===== src/rtl/clk_div_multi.sv =====
// Multi-channel programmable clock divider with a 32-bit free-running counter.
// Each channel emits a one-cycle tick per period and a toggle- or duty-mode enable waveform.
module clk_div_multi #(
    parameter int CH_W  = 2,
    parameter int WIDTH = 16
) (
    input  logic                   clk,
    input  logic                   rst,
    input  logic                   en,
    input  logic                   sync,
    input  logic                   wr_en,
    input  logic [CH_W-1:0]        wr_ch,
    input  logic [WIDTH-1:0]       wr_div,
    input  logic                   wr_mode,
    output logic [(2**CH_W)-1:0]   tick,
    output logic [(2**CH_W)-1:0]   clk_out,
    output logic [31:0]            cnt_free
);

    localparam int NCH = 2**CH_W;

    logic [31:0] cnt_free_q;

    always_ff @(posedge clk or posedge rst) begin
        if (rst) begin
            cnt_free_q <= '0;
        end else begin
            cnt_free_q <= cnt_free_q + 32'd1;
        end
    end

    assign cnt_free = cnt_free_q;

    genvar gi;
    generate
        for (gi = 0; gi < NCH; gi++) begin : g_ch
            logic [WIDTH-1:0] div_q, div_d;
            logic [WIDTH-1:0] cnt_q, cnt_d;
            logic             mode_q, mode_d;
            logic             clk_q, clk_d;
            logic             wr_hit;
            logic             wrap;

            assign wr_hit = wr_en && (wr_ch == CH_W'(gi));
            assign wrap   = (cnt_q == div_q);

            // A write to this channel takes priority over a global sync restart.
            always_comb begin
                div_d  = div_q;
                mode_d = mode_q;
                cnt_d  = cnt_q;
                clk_d  = clk_q;
                if (wr_hit) begin
                    div_d  = wr_div;
                    mode_d = wr_mode;
                    cnt_d  = '0;
                    clk_d  = wr_mode && (wr_div != '0);
                end else if (sync) begin
                    cnt_d = '0;
                    clk_d = mode_q && (div_q != '0);
                end else if (div_q == '0) begin
                    cnt_d = '0;
                    clk_d = 1'b0;
                end else if (en) begin
                    cnt_d = wrap ? '0 : cnt_q + WIDTH'(1);
                    // Duty mode tracks the next count so the output stays aligned with cnt.
                    clk_d = mode_q ? (cnt_d <= (div_q >> 1)) : (clk_q ^ wrap);
                end
            end

            always_ff @(posedge clk or posedge rst) begin
                if (rst) begin
                    div_q  <= '0;
                    mode_q <= 1'b0;
                    cnt_q  <= '0;
                    clk_q  <= 1'b0;
                end else begin
                    div_q  <= div_d;
                    mode_q <= mode_d;
                    cnt_q  <= cnt_d;
                    clk_q  <= clk_d;
                end
            end

            assign tick[gi]    = en && (div_q != '0) && wrap;
            assign clk_out[gi] = clk_q;
        end
    endgenerate

endmodule


===== config.mk =====
export PLATFORM = sky130hd
export DESIGN_NAME = clk_div_multi
export DESIGN_NICKNAME = d
export VERILOG_FILES = /design/src/rtl/clk_div_multi.sv
export SDC_FILE = /design/constraint.sdc
export NUM_CORES = 1
export LEC_CHECK = 0
export CAP_MARGIN = 20
export CORE_MARGIN = 5
export CORE_UTILIZATION = 60
export CTS_CLUSTER_SIZE = 20
export DETAILED_ROUTE_END_ITERATION = 6
export GPL_TIMING_DRIVEN = 0
export PLACE_DENSITY = 0.85
export SLEW_MARGIN = 0
export SYNTH_ARGS = -nofsm -noshare
export SYNTH_HDL_FRONTEND = slang
export SYNTH_SLANG_ARGS = --single-unit

===== constraint.sdc =====
create_clock -name clk -period 14.2 [get_ports clk]
set_input_delay 2.84 -clock clk [delete_from_list [all_inputs] [get_ports clk]]
set_output_delay 2.84 -clock clk [all_outputs]
set_load 0.03 [all_outputs]

### Word level (Yosys, flattened, before mapping)

Index checks and enable logic that the tools add are counted.

* memory bits (writable): 0
* bits in registers: 168
* bits in latches: 0
* input bits: 24
* bits in read-only memories: 0
* memories: 0
* word-level logic and storage cells: 108

* magnitude comparators: 4
* $add $sub $neg: 5
* mux-type cells: 40
* div/mod/pow operators: 0
* reduce and logical (&&, ||, !) cells: 31
* eq/ne operators: 7
* bitwise gates (word level): 4
* multipliers: 0
* shifts and indexed selects: 0

Operators with widths (number)
* 2-to-1 mux 16 bit: 20
* nonzero test 16 bit: 5
* adder 16 x 1 -> 16 bit (second input constant): 4
* == test 16 bit: 4
* less-or-equal comparator 16 x 15 -> 1 bit: 4
* zero test 16 bit: 4
* adder 32 x 1 -> 32 bit (second input constant): 1
* 2-to-1 mux 1 bit: 20
* logical AND 1 bit: 17
* nonzero test 4 bit: 4
* == test 2 bit (second input constant): 2
* XOR 1 bit: 4
* == test 2 x 1 -> 1 bit (second input constant): 1
* zero test 2 bit: 1

### Longest topological paths before layout

Gate-level depths: netlist (run 1).

* depth in word-level cells: 8
* gate-level depth with buffers: 14
* mapped depth without buffers: 14

### Worst setup path after synthesis (run 1)

OpenSTA, ideal clock, no wires.

* kind: input -> output
* from: in en
* to: out tick[0]
* stages: 2
* setup slack: 7.836 ns
* arrival: 3.524 ns
* data required time: 11.360 ns
* cells stage by stage: buf_1 -> and3_1

* cells in the longest elaborated chain, start to end: 2

Ends and longest elaborated chain
* from (decl): RTL line 9 `input logic en,`
* logical AND 1 bit (2 in a row): RTL line 85 `assign tick[gi] = en && (div_q != '0) && wrap;`
* to (decl): RTL line 15 `output logic [(2**CH_W)-1:0] tick,`

No other way between the ends.

### Worst setup path after layout (run 1)

* from: in en
* to: out tick[3]

The elaborated chain is that of the path after synthesis.

==> impl_metrics.json, run 1 <==
{
  "clk_pin_slew_worst_paths_ps": 70,
  "powerDensity_mw_per_mm2": 103.1,
  "maxCapViolCount": 0,
  "routed_wl_mm": 27.38,
  "dieArea_mm2": 0.02090,
  "syn2layout_area_growth_pct": 14.26,
  "async_flop_share_pct": 100.0,
  "drtAntennaViolNets": 0,
  "layout-drive-gt1-share_pct": 11.52,
  "synth_edf_count": 0,
  "slew_headroom_pct": 27.05,
  "io_pins": 64,
  "ir_drop_uv": 120.0,
  "die_h_um": 144.6,
  "first_pass_iters": 5,
  "ys_seq_elements": 168,
  "synth_nets": 1243,
  "synth.area.top_cells": "dfrtp_1 39%, xnor2_1 10%, ha_1 7.5%, mux2_2 6.6%, nor2_1 2.9%",
  "yosysWarnings": 0,
  "fin_util_pct": 69.34,
  "synth_flop_cell": "dfrtp_1",
  "r2r_start": "g_ch[0].cnt_q[12]$_DFFE_PP0P_",
  "wl_per_cell_um": 18.50,
  "holdCritStartpoint": "cnt_free[31]$_DFF_PP0_",
  "vias": 9070,
  "fmax_mhz": 126.8,
  "tightest_slew_ps": 1086,
  "grt_pass1_vias": 9162,
  "rsz0062_at_grt": "no",
  "cp-start-kind": "input port",
  "grt_max_degree": 134,
  "synth_top_cell_by_area": "dfrtp_1",
  "crit_type": "input port to primary output",
  "grt_pass1_wl_mm": 45.14,
  "start_util_pct": 60.69,
  "skew_ps": 6.043,
  "power_leakage_nw": 5.679,
  "grt_util_all_layers_pct": 27.18,
  "tns_ps": 0,
  "core_area_mm2": 0.01790,
  "cts-resized-gates": 0,
  "cts_tree": "done",
  "hold_buffers": 0,
  "syn_area_per_cell_um2": 9.414,
  "worstPathMaxFanout": 10,
  "portBuffers": 62,
  "synth_most_common_cell": "dfrtp_1",
  "yosysSeqAreaShare_pct": 38.70,
  "cts_sinks": 168,
  "syn_inst": 1154,
  "num_rows": 49,
  "cts.htree.levels": 4,
  "dp_hpwl_mm": 19.60,
  "status": "completed",
  "synth_commonest_cells": "168 x dfrtp_1, 129 x xnor2_1, 84 x nor2_1",
  "syn-cell-area_mm2": 0.01086,
  "drv_slew": 0,
  "via_per_inst": 6.128,
  "drc_errors": 0,
  "dieWidth_um": 144.6,
  "synth_top_area_share_pct": 38.70,
  "clock_path_buffers": 2,
  "antenna_found_initial": 1,
  "drt_iter0_drc": 820,
  "cts_setup_buffers": 0,
  "yosysUniqueCellTypes": 48,
  "place.gp.congestion": 0.9345,
  "period_share_pct": 55.56,
  "finalSetupViolCount": 0,
  "cp-startpoint": "en",
  "cp.required_ps": 11360,
  "clk_latency_ps": 430,
  "worstSetupEndpointType": "primary output",
  "cts_root_buffer": "clkbuf_16",
  "hold_violations": 0,
  "nets": 1326,
  "grt_overflow": 0,
  "cts-buffers-inserted": 17,
  "critical_path_arrival_ps": 5050,
  "period_minus_slack_ps": 7889,
  "hp-class": "register to register"
}
## cell usage in the layout, fill, tap and decap left out, types with 35 or more instances in the layout
cell and instances:
inv_1 73, nand3_1 51, dfrtp_1 168, o21ai_0 54
nor2_1 84, mux2_2 64, nand4_1 46, clkdlybuf4s50_1 62
ha_1 65, nand2_1 56, a21oi_1 35, xnor2_1 129
## critical path, stage by stage
cell	delay [ps]
clkdlybuf4s50_1	580
buf_1	600
and3_1	320
clkdlybuf4s50_1	710
## layer usage
| metal | GRT usage [%] | share of wire, % | vias to the layer above |
|---|---|---|---|
| met5 | 0 | 0.073 | - |
| met1 | 33.98 | 41 | 4414 |
| met2 | 45.48 | 48 | 369 |
| li1 | - | - | 4225 |
| met4 | 9.524 | 2.6 | 2 |
| met3 | 7.474 | 7.7 | 60 |
## per-stage QoR
step | total power [mW] | cell area [µm²] | hold slack [ps] | instances | setup WS [ps]
floorplan | 0.7323 | 10860 | 470.3 | 1154 | 6813
global placement | 0.7930 | 11770 | 468.1 | 1445 | 4660
detailed placement | 0.8061 | 11810 | 462.2 | 1447 | 6365
CTS | 1.285 | 12410 | 482.5 | 1479 | 6338
global route | 1.338 | 12410 | 516.1 | 1479 | 6224
finish | 1.280 | 12410 | 478.5 | 1480 | 6311
## kinds of logic after synthesis
kind of cell,Yosys count,share of synthesized area (%)
flip-flops,168,38.70
XOR/XNOR,149,12.01
multiplexers,68,7.002
adder cells (fa/ha/maj),65,7.486
AND/OR/NAND/NOR,392,19.27
AO/OA/AOI/OAI,174,10.23
buffers and inverters,138,5.309
## registers in the layout, indices dropped and copies added (netlist names)
signal and count:
g_ch.mode_q 4, g_ch.div_q 64, g_ch.clk_q 4, g_ch.cnt_q 64
cnt_free 32
## cell type report
class	count	area, µm²
Tap cell	229	286.5
Clock buffer	18	439.2
Buffer	64	299.0
Multi-Input combinational cell	848	6083
Sequential cell	168	4204
Antenna cell	1	2.502
Timing Repair Buffer	64	655.6
Clock inverter	14	157.7
Inverter	74	285.3
Fill cell	1312	5489
## power breakdown
part | switching (mW) | internal (mW)
combinational | 0.116 | 0.110
sequential | 0.0608 | 0.519
clock | 0.206 | 0.268
total | 0.382 | 0.898
## final timing paths
check                                                 to  slack [ps]  cells after the start
max in group asynchronous  g_ch[2].cnt_q[11]$_DFFE_PP0P_       10530                      3
min in group asynchronous         cnt_free[12]$_DFF_PP0_        2770                      2
max reg2reg                    g_ch[0].clk_q$_DFFE_PP0P_       10460                     14
min                               cnt_free[31]$_DFF_PP0_         480                      1
max                                              tick[3]        6310                      4
min reg2reg                       cnt_free[31]$_DFF_PP0_         480                      1
(Power assumes the default switching activity.)
==> inputs of run 2 (changes only) <==
Settings changed: CORE_UTILIZATION 60 to 55, PLACE_DENSITY 0.85 to 0.82.
Clock period 14.2 ns to 6.34 ns, I/O delays scaled along.
==> impl_metrics.json, run 2 (synthesis gave the netlist of run 1 again) <==
{
  "cts_root_buffer": "clkbuf_16",
  "fin_hold_ws_ps": 489.0,
  "portBuffers": 62,
  "worstSetupEndpointType": "primary output",
  "tns_ps": 0,
  "io_pins": 64,
  "r2r_start": "g_ch[3].cnt_q[0]$_DFFE_PP0P_",
  "core_area_mm2": 0.01946,
  "first_pass_iters": 5,
  "cts.htree.levels": 4,
  "power_leakage_nw": 5.669,
  "slowest_delay_ps": 690,
  "drtAntennaViolNets": 0,
  "cp.required_ps": 5070,
  "ir_drop_uv": 191.9,
  "cts-buffers-inserted": 17,
  "hold_violations": 0,
  "grt_util_all_layers_pct": 24.90,
  "crit_type": "input port to primary output",
  "nFillCells": 1527,
  "multi_input_area_mm2": 0.006083,
  "cp-startpoint": "en",
  "slew_headroom_pct": 35.45,
  "period_share_pct": 75.05,
  "layout_setup_ws_ps": 1582,
  "syn2layout_area_growth_pct": 14.51,
  "fin_util_pct": 63.92,
  "cts_sinks": 168,
  "cts-resized-gates": 0,
  "cts_setup_buffers": 0,
  "crit_top_cell": "clkdlybuf4s50_1",
  "diodes": 0,
  "hold_buffers": 0,
  "worstPathMaxFanout": 10,
  "grt_max_degree": 134,
  "dieArea_mm2": 0.02266,
  "clk_latency_ps": 430,
  "ff_latch_area_mm2": 0.004204,
  "grt_overflow": 0,
  "num_rows": 51,
  "dieWidth_um": 150.5,
  "hp-class": "register to register",
  "rsz0062_at_grt": "no",
  "routed_wl_mm": 27.03,
  "rrSetupSlack_ps": 2610,
  "via_per_inst": 5.827,
  "dp_hpwl_mm": 19.61,
  "crit_buf_inv": 3,
  "skew_ps": 9.211,
  "nets": 1326,
  "fmax_mhz": 210.2,
  "maxCapViolCount": 0,
  "drc_errors": 0,
  "drt_iter0_drc": 784,
  "place_ws_ps": 1611,
  "tightest_slew_ps": 960.9,
  "die_h_um": 150.5,
  "status": "completed",
  "crit_path_top_delay_cell": "clkdlybuf4s50_1",
  "path_cells": "clkdlybuf4s50_1 -> buf_1 -> and3_1 -> clkdlybuf4s50_1",
  "mostFrequentLayoutCell": "dfrtp_1",
  "antenna_found_initial": 0,
  "place.gp.congestion": 0.9072,
  "period_minus_slack_ps": 4758,
  "grt_pass1_wl_mm": 44.97,
  "crit_family": "buffers and inverters",
  "cp-start-kind": "input port",
  "critical_path_arrival_ps": 3490,
  "drv_slew": 0,
  "layout_common_cells": "168 x dfrtp_1, 129 x xnor2_1, 84 x nor2_1, 73 x inv_1, 65 x ha_1",
  "clock_path_buffers": 2,
  "powerDensity_mw_per_mm2": 228.1,
  "grt_pass1_vias": 9011,
  "wl_per_cell_um": 17.84,
  "vias": 8828,
  "finalSetupViolCount": 0,
  "start_util_pct": 55.82,
  "layout-drive-gt1-share_pct": 11.44,
  "cts_tree": "done",
  "clk_pin_slew_worst_paths_ps": 70,
  "holdCritStartpoint": "cnt_free[31]$_DFF_PP0_"
}
run 2: metrics by stage:
| stage | cells | instance area (µm²) | power, mW |
|---|---|---|---|
| after global routing | 1515 | 12440 | 2.967 |
| final | 1515 | 12440 | 2.838 |
| after CTS | 1515 | 12440 | 2.849 |
| after global placement | 1481 | 11820 | 1.777 |
| after floorplan | 1154 | 10860 | 1.640 |
| after detailed placement | 1483 | 11860 | 1.805 |
run 2: final timing paths:
path	end	cells past startpoint
max in group asynchronous	g_ch[3].mode_q$_DFFE_PP0P_	3
hold / removal	cnt_free[31]$_DFF_PP0_	1
min in group asynchronous	cnt_free[16]$_DFF_PP0_	2
setup reg to reg	g_ch[3].clk_q$_DFFE_PP0P_	13
setup / recovery	tick[3]	4
hold reg to reg	cnt_free[31]$_DFF_PP0_	1
run 2: area by class of cell:
cell class	instances	area share [%]
clock inverters	13	1.116
repair buffers	64	5.270
clock buffers	19	3.560
flip-flops and latches	168	33.79
multi-input cells	848	48.90
well taps	265	2.665
plain buffers	64	2.404
inverters	74	2.293
run 2: metal layers:
| layer | wire length [µm] | vias up | share of wire [%] | track usage (%) |
|---|---|---|---|---|
| li1 | - | 4224 | - | - |
| met1 | 11920 | 4265 | 44 | 32.74 |
| met2 | 12840 | 281 | 47 | 40.30 |
| met3 | 1440 | 58 | 5.3 | 5.479 |
| met4 | 836 | 0 | 3.1 | 9.515 |
| met5 | 0 | - | 0 | 0 |
run 2: where the power goes:
group,switching (mW),leakage (nW),internal [mW]
clock,0.476,0.280,0.564
combinational,0.254,3.21,0.246
sequential,0.133,2.18,1.16
total,0.864,5.67,1.97
